**config.mk**
```make
export PLATFORM = sky130hd
export DESIGN_NAME = riscv_wb_ctrl
export DESIGN_NICKNAME = d
export VERILOG_FILES = /design/src/rtl/riscv_pkg.sv /design/src/rtl/riscv_wb_fifo.sv /design/src/rtl/riscv_wb_ctrl.sv
export SDC_FILE = /design/constraint.sdc
export NUM_CORES = 1
export LEC_CHECK = 0
export CAP_MARGIN = 15
export CORE_AREA = 3 3 154 156
export DETAILED_ROUTE_END_ITERATION = 8
export DIE_AREA = 0 0 157 159
export GPL_TIMING_DRIVEN = 0
export MAX_ROUTING_LAYER = met4
export PLACE_DENSITY = 0.66
export SETUP_SLACK_MARGIN = 0.02
export SYNTH_ARGS = -nofsm -noshare
export SYNTH_HDL_FRONTEND = slang
export SYNTH_SLANG_ARGS = --single-unit
export TNS_END_PERCENT = 100
```
**constraint.sdc**
```tcl
create_clock -name clk -period 2.1 [get_ports clk]
set_input_delay 0.63 -clock clk [delete_from_list [all_inputs] [get_ports clk]]
set_output_delay 0.63 -clock clk [all_outputs]
set_load 0.05 [all_outputs]
```
**src/rtl/riscv_pkg.sv**
```systemverilog
// rtl/riscv_pkg.sv - shared constants and types for the writeback path
package riscv_pkg;

   localparam int XLEN   = 32;
   localparam int REG_AW = 5;

   localparam logic [REG_AW-1:0] REG_ZERO = 5'd0;

   typedef struct packed {
      logic [4:0]      rd;
      logic [XLEN-1:0] data;
   } wb_req_t;

endpackage

```
**src/rtl/riscv_wb_fifo.sv**
```systemverilog
// rtl/riscv_wb_fifo.sv - small load result buffer with registered occupancy
module riscv_wb_fifo #(
   parameter int DEPTH = 2
) (
   input  logic                       clk,
   input  logic                       rst_n,
   input  logic                       push,
   input  riscv_pkg::wb_req_t         push_data,
   input  logic                       pop,
   output riscv_pkg::wb_req_t         pop_data,
   output logic                       full,
   output logic                       empty,
   output logic [$clog2(DEPTH):0]     count
);
   import riscv_pkg::*;

   localparam int AW = $clog2(DEPTH);
   localparam int CW = AW + 1;

   wb_req_t         mem_q [DEPTH];
   wb_req_t         mem_d [DEPTH];
   logic [AW-1:0]   wr_ptr_q, wr_ptr_d;
   logic [AW-1:0]   rd_ptr_q, rd_ptr_d;
   logic [CW-1:0]   count_q, count_d;

   // next-state for storage, pointers (wrap naturally, depth is a power of 2) and occupancy
   always_comb begin
      mem_d    = mem_q;
      wr_ptr_d = wr_ptr_q;
      rd_ptr_d = rd_ptr_q;
      if (push) begin
         mem_d[wr_ptr_q] = push_data;
         wr_ptr_d        = wr_ptr_q + AW'(1);
      end
      if (pop) begin
         rd_ptr_d = rd_ptr_q + AW'(1);
      end
      count_d = count_q + CW'(push) - CW'(pop);
   end

   // state registers; reset empties the buffer
   always_ff @(posedge clk or negedge rst_n) begin
      if (!rst_n) begin
         for (int i = 0; i < DEPTH; i++) mem_q[i] <= '0;
         wr_ptr_q <= '0;
         rd_ptr_q <= '0;
         count_q  <= '0;
      end else begin
         mem_q    <= mem_d;
         wr_ptr_q <= wr_ptr_d;
         rd_ptr_q <= rd_ptr_d;
         count_q  <= count_d;
      end
   end

   assign pop_data = mem_q[rd_ptr_q];
   assign count    = count_q;
   assign full     = (count_q == CW'(DEPTH));
   assign empty    = (count_q == '0);

endmodule

```
**src/rtl/riscv_wb_ctrl.sv**
```systemverilog
// rtl/riscv_wb_ctrl.sv - writeback arbitration, register file write port, scoreboard and forwarding
module riscv_wb_ctrl #(
   parameter int XLEN       = riscv_pkg::XLEN,
   parameter int LBUF_DEPTH = 2
) (
   input  logic            clk,
   input  logic            rst_n,
   input  logic            i_iss_valid,
   input  logic [4:0]      i_iss_rd,
   output logic [31:0]     o_busy,
   input  logic            i_alu_valid,
   input  logic [4:0]      i_alu_rd,
   input  logic [XLEN-1:0] i_alu_data,
   input  logic            i_lsu_valid,
   input  logic [4:0]      i_lsu_rd,
   input  logic [XLEN-1:0] i_lsu_data,
   output logic            o_lsu_ready,
   output logic            o_we,
   output logic [4:0]      o_waddr,
   output logic [XLEN-1:0] o_wdata,
   input  logic [4:0]      i_raddr1,
   input  logic [4:0]      i_raddr2,
   output logic            o_fwd1_hit,
   output logic            o_fwd2_hit
);
   import riscv_pkg::*;

   localparam int CW = $clog2(LBUF_DEPTH) + 1;

   wb_req_t         lbuf_push_data;
   wb_req_t         lbuf_head;
   logic            lbuf_push;
   logic            lbuf_pop;
   logic            lbuf_full;
   logic            lbuf_empty;
   logic [CW-1:0]   lbuf_count;

   logic            sel_valid;
   logic [4:0]      sel_rd;
   logic [XLEN-1:0] sel_data;

   logic            we_q, we_d;
   logic [4:0]      waddr_q, waddr_d;
   logic [XLEN-1:0] wdata_q, wdata_d;
   logic [31:0]     busy_q, busy_d;

   // ready comes only from the registered occupancy, so the pop never reaches it combinationally
   assign o_lsu_ready       = (lbuf_count < CW'(LBUF_DEPTH));
   assign lbuf_push         = i_lsu_valid & o_lsu_ready;
   assign lbuf_push_data.rd   = i_lsu_rd;
   assign lbuf_push_data.data = i_lsu_data;

   riscv_wb_fifo #(
      .DEPTH (LBUF_DEPTH)
   ) u_lbuf (
      .clk       (clk),
      .rst_n     (rst_n),
      .push      (lbuf_push),
      .push_data (lbuf_push_data),
      .pop       (lbuf_pop),
      .pop_data  (lbuf_head),
      .full      (lbuf_full),
      .empty     (lbuf_empty),
      .count     (lbuf_count)
   );

   // arbitration: ALU has strict priority, otherwise drain the load buffer head
   always_comb begin
      sel_valid = 1'b0;
      sel_rd    = REG_ZERO;
      sel_data  = '0;
      lbuf_pop  = 1'b0;
      if (i_alu_valid) begin
         sel_valid = 1'b1;
         sel_rd    = i_alu_rd;
         sel_data  = i_alu_data;
      end else if (!lbuf_empty) begin
         sel_valid = 1'b1;
         sel_rd    = lbuf_head.rd;
         sel_data  = lbuf_head.data;
         lbuf_pop  = 1'b1;
      end
   end

   // write stage and scoreboard next-state; writes to x0 are consumed but never enabled
   always_comb begin
      we_d    = sel_valid & (sel_rd != REG_ZERO);
      waddr_d = waddr_q;
      wdata_d = wdata_q;
      if (we_d) begin
         waddr_d = sel_rd;
         wdata_d = sel_data;
      end
      busy_d = busy_q;
      if (we_d) busy_d[sel_rd] = 1'b0;
      // a same-cycle issue means a newer writer is pending, so the set overrides the clear
      if (i_iss_valid && (i_iss_rd != REG_ZERO)) busy_d[i_iss_rd] = 1'b1;
      busy_d[0] = 1'b0;
   end

   // registered write port and scoreboard
   always_ff @(posedge clk or negedge rst_n) begin
      if (!rst_n) begin
         we_q    <= 1'b0;
         waddr_q <= REG_ZERO;
         wdata_q <= '0;
         busy_q  <= '0;
      end else begin
         we_q    <= we_d;
         waddr_q <= waddr_d;
         wdata_q <= wdata_d;
         busy_q  <= busy_d;
      end
   end

   assign o_we    = we_q;
   assign o_waddr = waddr_q;
   assign o_wdata = wdata_q;
   assign o_busy  = busy_q;

   assign o_fwd1_hit = we_q & (waddr_q == i_raddr1) & (i_raddr1 != REG_ZERO);
   assign o_fwd2_hit = we_q & (waddr_q == i_raddr2) & (i_raddr2 != REG_ZERO);

   // issue stage must not target a register whose writer is still outstanding (unless it retires now)
   a_no_waw_issue : assert property (@(posedge clk) disable iff (!rst_n)
      (i_iss_valid && (i_iss_rd != REG_ZERO)) |->
         (!busy_q[i_iss_rd] || (we_d && (sel_rd == i_iss_rd))));

   // ready already gates the push, so the buffer can never overflow
   a_no_push_full : assert property (@(posedge clk) disable iff (!rst_n)
      !(lbuf_push && lbuf_full));

endmodule

```
After elaboration in Yosys (flattened, before gate mapping)
Cells that the tools add are included.
{"block": "classes", "n_addsub": 4, "multipliers": 0, "div": 0, "n_lt_le_gt_ge": 8, "eq_ne": 2, "shift": 0, "n_mux": 19, "bitwise": 11, "n_reduce_logical": 9}
{"op": "$mux 37", "n": 4}
{"op": "$mux 32", "n": 4}
{"op": "$bwmux 74", "n": 1}
{"op": "$demux 37 s1", "n": 1}
{"op": "$and 32x32->32", "n": 1}
{"op": "$not 32->32", "n": 1}
{"op": "$or 32x32->32", "n": 1}
{"op": "$reduce_bool 5->1", "n": 4}
{"op": "$lt 5x6->1 const B", "n": 2}
{"op": "$demux 1 s5", "n": 2}
{"op": "$eq 5x5->1", "n": 2}
{"op": "$ge 5x1->1 const B", "n": 2}
{"op": "$mux 5", "n": 2}
{"op": "$and 1x1->1", "n": 6}
{"op": "$mux 1", "n": 5}
{"op": "$ge 2x2->1 const B", "n": 2}
{"op": "$logic_and 1x1->1", "n": 4}
{"op": "$not 1->2", "n": 2}
{"op": "$add 1x1->1 const B", "n": 2}
{"op": "$add 2x1->2", "n": 1}
{"op": "$logic_not 2->1", "n": 1}
{"op": "$lt 2x1->1 const B", "n": 1}
{"op": "$lt 2x2->1 const B", "n": 1}
{"op": "$sub 2x1->2", "n": 1}
{"block": "word_totals", "regBits": 147, "latchBits": 0, "mem_bits_rw": 0, "rom_bits": 0, "word_cells": 64, "n_memories": 0}

Depth between registers and ports, before layout
{"block": "depth", "word_depth": 15, "depth_mapped": 8}

Cells and area by module
From an unflattened synthesis, not the netlist that was laid out.
{"block": "hier_totals", "hier_cells": 510, "hier_area_um2": 6939.2}
{"mod": "riscv_wb_fifo", "instances": 1, "cells_each": 212, "area_each_um2": 3537.1, "seq_area_each_um2": 1951.9}
{"mod": "riscv_wb_ctrl", "instances": 1, "cells_each": 298, "area_each_um2": 3402.0, "seq_area_each_um2": 1726.7}

Least setup slack after synthesis
No wires, ideal clock.
{"block": "synth_timing", "kind": "reg-to-output", "start": "reg waddr_q[0], in the netlist o_waddr[0]", "end": "out o_fwd2_hit", "arrival_ps": 2092, "path_slack_ps": -622, "stages_incl_launch_ff": 5, "cell_sequence": "dfrtp_1 -> nor4_1 -> nor3_1 -> a21oi_1 -> nor3_1"}
{"block": "synth_between", "elab_chain_cells": 3}
{"item": "start: declaration", "line_no": "riscv_wb_ctrl.sv:43", "text": "logic [4:0] waddr_q, waddr_d;"}
{"item": "start signal: assignment", "line_no": "riscv_wb_ctrl.sv:110", "text": "waddr_q <= waddr_d;"}
{"item": "$eq 5x5->1", "line_no": "riscv_wb_ctrl.sv:122", "text": "assign o_fwd2_hit = we_q & (waddr_q == i_raddr2) & (i_raddr2 != REG_ZERO);"}
{"item": "$and 1x1->1 (2 in series)", "line_no": "riscv_wb_ctrl.sv:122"}
{"item": "end: declaration", "line_no": "riscv_wb_ctrl.sv:24", "text": "output logic o_fwd2_hit"}
No other way between the ends.

Worst setup path after layout
Ends and elaborated chain as after synthesis.

==> results.yml <==
sta:
  worst_slack_ps: -191.5
  layout_worst_path_cycle_share_pct: 109.1
  worstMarginPinSlew_ps: 930.3
  grt_setup_unrepaired: "true"
  max_freq_mhz: 436.4
  maxSlewHeadroom_pct: 37.85
  hold_viol_final: 0
  final.min_clock_period_ps: 2292
  fin_setup_tns_ps: -2446
  setup_viol: 26
  finalMaxSlewViolations: 0
  timing.hold.ws_ps: 214.8
  skew_ps: 9.687
floorplan:
  die_x_um: 157
  rows: 55
  die-area_um2: 24960
  ios: 167
  initial_utilization_pct: 29.97
  die_h_um: 159
  placeableCoreArea_um2: 22500
clocking:
  cts_buffers: 17
  clock_sinks: 147
  cts_tree: "yes"
  clock_latency_ps: 420
  postCtsHoldBufs: 0
  path_clk_slew_ps: 60
  htree_levels: 4
  root_buffer: "clkbuf_16"
  clockBufferDepth: 2
run:
  cap_violations: 0
yosys:
  yosys_warnings: 0
  synth.top_cell.area_share_pct: 54.55
  synth-seq-area-share_pct: 54.55
  avgSynthCellArea_um2: 12.02
  synth-seq-cells: 147
  synth_cell_types: 38
  syn_area_um2: 6744
  synth_top_area_cell: "dfrtp_1"
  ys_top_cells_by_area: "dfrtp_1 (55%), mux2_2 (13%), mux2_4 (6.5%)"
  syn_nets: 657
  synthCells: 561
critical_path:
  path_cells: "buf_6, xnor2_2, nand3_2, nor3_4, buf_6"
  path_common_cell: "buf_6"
  worstSetupStartpointType: "flip-flop"
  arrival_ps: 1660
  max_stage_delay_ps: 460
  cp-end-kind: "primary output"
  critPathMaxFanout: 4
  cp.required_ps: 1470
  crit_type: "flip-flop to primary output"
  critPathSlowestCell: "dfrtp_2"
power:
  power.share.clock_pct: 20.1
  pwr-share-comb_pct: 48.7
  power_density_nw_per_um2: 1662
  peakVddDrop_v: 0.0007205
  p_sw_share_pct: 40.62
  seq_power_share_pct: 31.2
  internal_power_mw: 9.779
  p_sw_mw: 6.690
  p_leak_nw: 4.619
global_route:
  grtUsageMet1_pct: 20.40
  grt-ovfl-total: 0
  grt_pass1_wl_um: 29720
  grt_max_degree: 75
  grt.total_usage_pct: 15.72
  grt_use_met3_pct: 4.947
  met2_usage_pct: 24.10
  antenna_found_initial: 1
  grt_busiest_layer: "met2"
  first_global_vias: 5325
drt:
  drcViolationCount: 0
  first_iter_violations: 170
  ant_nets: 0
  num_vias: 5029
  drt-vias-per-instance: 4.687
  avgRoutedWirePerCell_um: 17.21
  drt_pass1_iterations: 4
  routed_wl_um: 18470
place:
  post-dp-hpwl_um: 12590
  portBuffers: 165
  dp_slack_ps: -1064
  gp_congestion: 0.7467
  place_area_um2: 8800
run_status:
  status: "finished with violations"
  violations: "negative setup slack"
cells_and_area:
  final_nets: 871
  design_area_um2: 9907
  drive_gt1_share_pct: 28.59
  area_growth_pct: 46.90
hold_path:
  hold_class: "primary input to async pin"
## state kept, by name, indices dropped and copies added (netlist names)
name and cells:
o_wdata 32, u_lbuf.mem_q 74, o_we 1, u_lbuf.count 2
o_waddr 5, u_lbuf.wr_ptr_q 1, o_busy 31, u_lbuf.rd_ptr_q 1
## path summary, 6_finish.rpt
check                                        to             from  depth (start not counted)  slack, ps
worst max-delay path                 o_fwd2_hit       o_waddr[0]                          5       -190
worst min-delay path                 o_busy[21]            rst_n                          1        210
worst max register to register      o_wdata[21]  u_lbuf.rd_ptr_q                          9       -100
worst min register to register  u_lbuf.wr_ptr_q  u_lbuf.wr_ptr_q                          1        490
max in group asynchronous       u_lbuf.mem_q[0]            rst_n                          2       1070
min in group clk                u_lbuf.wr_ptr_q  u_lbuf.wr_ptr_q                          1        490
## cells in the mapped netlist (all sizes together)
cell and count:
o221ai 2, nor3 6, nand3b 1, nor4 2, and3 2, mux2i 37, nor2b 2, a21o 4
mux2 107, ha 2, inv 6, a221o 1, o21bai 1, and3b 3, and2 1, a21oi 2
o21ai 68, clkbuf 12, a31o 1, nor3b 5, nor2 5, dfrtp 147, xor2 4, nand3 10
nand2 103, conb 1, xnor2 8, o21a 4, o22ai 1, buf 13
## final cells by class
class                      count  area [um2]
fill                        2120       12600
sequential                   147        3686
multi-input combinational    383        3090
timing repair buffer         195        1912
clock buffer                  22       454.2
tap                          285       356.6
buffer                        25       191.4
clock inverter                 9       177.7
inverter                       6       36.28
antenna                        1       2.502
## what timing repair did
item / CTS / global route
setup endpoints to repair: 210 / 114
gates cloned: 3 / 0
setup buffers: 22 / 5
resized for setup: 143 / 32
pin swaps: 13 / 11
## power by group through the flow
stage	sequential (mW)	combinational (mW)	clock, mW
after floorplan	7.23	3.09	0
after global placement	5.12	7.61	0
after detailed placement	5.15	7.72	0
after CTS	5.12	7.93	3.40
after global routing	5.35	8.58	3.53
final	5.14	8.02	3.30
## placed cells by master, fill, tap and decap left out, types with 5 or more instances in the layout
master             n
buf_12             6
buf_4             25
buf_6              9
bufinv_16          5
clkbuf_1          10
clkbuf_16         17
clkbuf_2           5
clkdlybuf4s50_1   83
dfrtp_1          141
dfrtp_2            6
dlygate4sd2_1     69
dlymetal6s2s_1     5
inv_1              5
mux2_2            78
mux2_4            29
mux2i_1           32
nand2_1          103
nand3_1            8
nor3b_1            5
o21ai_0           65
xnor2_1            6
## logic make-up after synthesis
| logic type | count (synthesis) | synth area share, % |
|---|---|---|
| AND/OR/NAND/NOR | 140 | 9.202 |
| multiplexers | 144 | 24.97 |
| flip-flops | 147 | 54.55 |
| adder cells (fa/ha/maj) | 2 | 0.3710 |
| other | 1 | 0.05561 |
| buffers and inverters | 31 | 2.282 |
| XOR/XNOR | 12 | 1.558 |
| AO/OA/AOI/OAI | 84 | 7.013 |
## critical path: cells and delay by family (launching register included)
kind	cells	cell delay, ps
flops	1	460
buf+inv	2	320
simple gates	2	310
xor+xnor	1	160
## per-stage QoR
step                      util, %  instances  total power, mW
after floorplan                 -        561            10.32
after global placement      38.98       1011            12.73
after detailed placement    39.10       1012            12.87
after CTS                   43.45       1068            16.45
after global routing        44.03       1073            17.46
final                       44.03       1073            16.47
## metal layers
layer	vias to the layer above	wire length [um]
met4	0	159
met5	-	0
li1	2382	-
met2	138	8903
met3	11	1097
met1	2498	8305
Power figures use the tool's default switching activity.
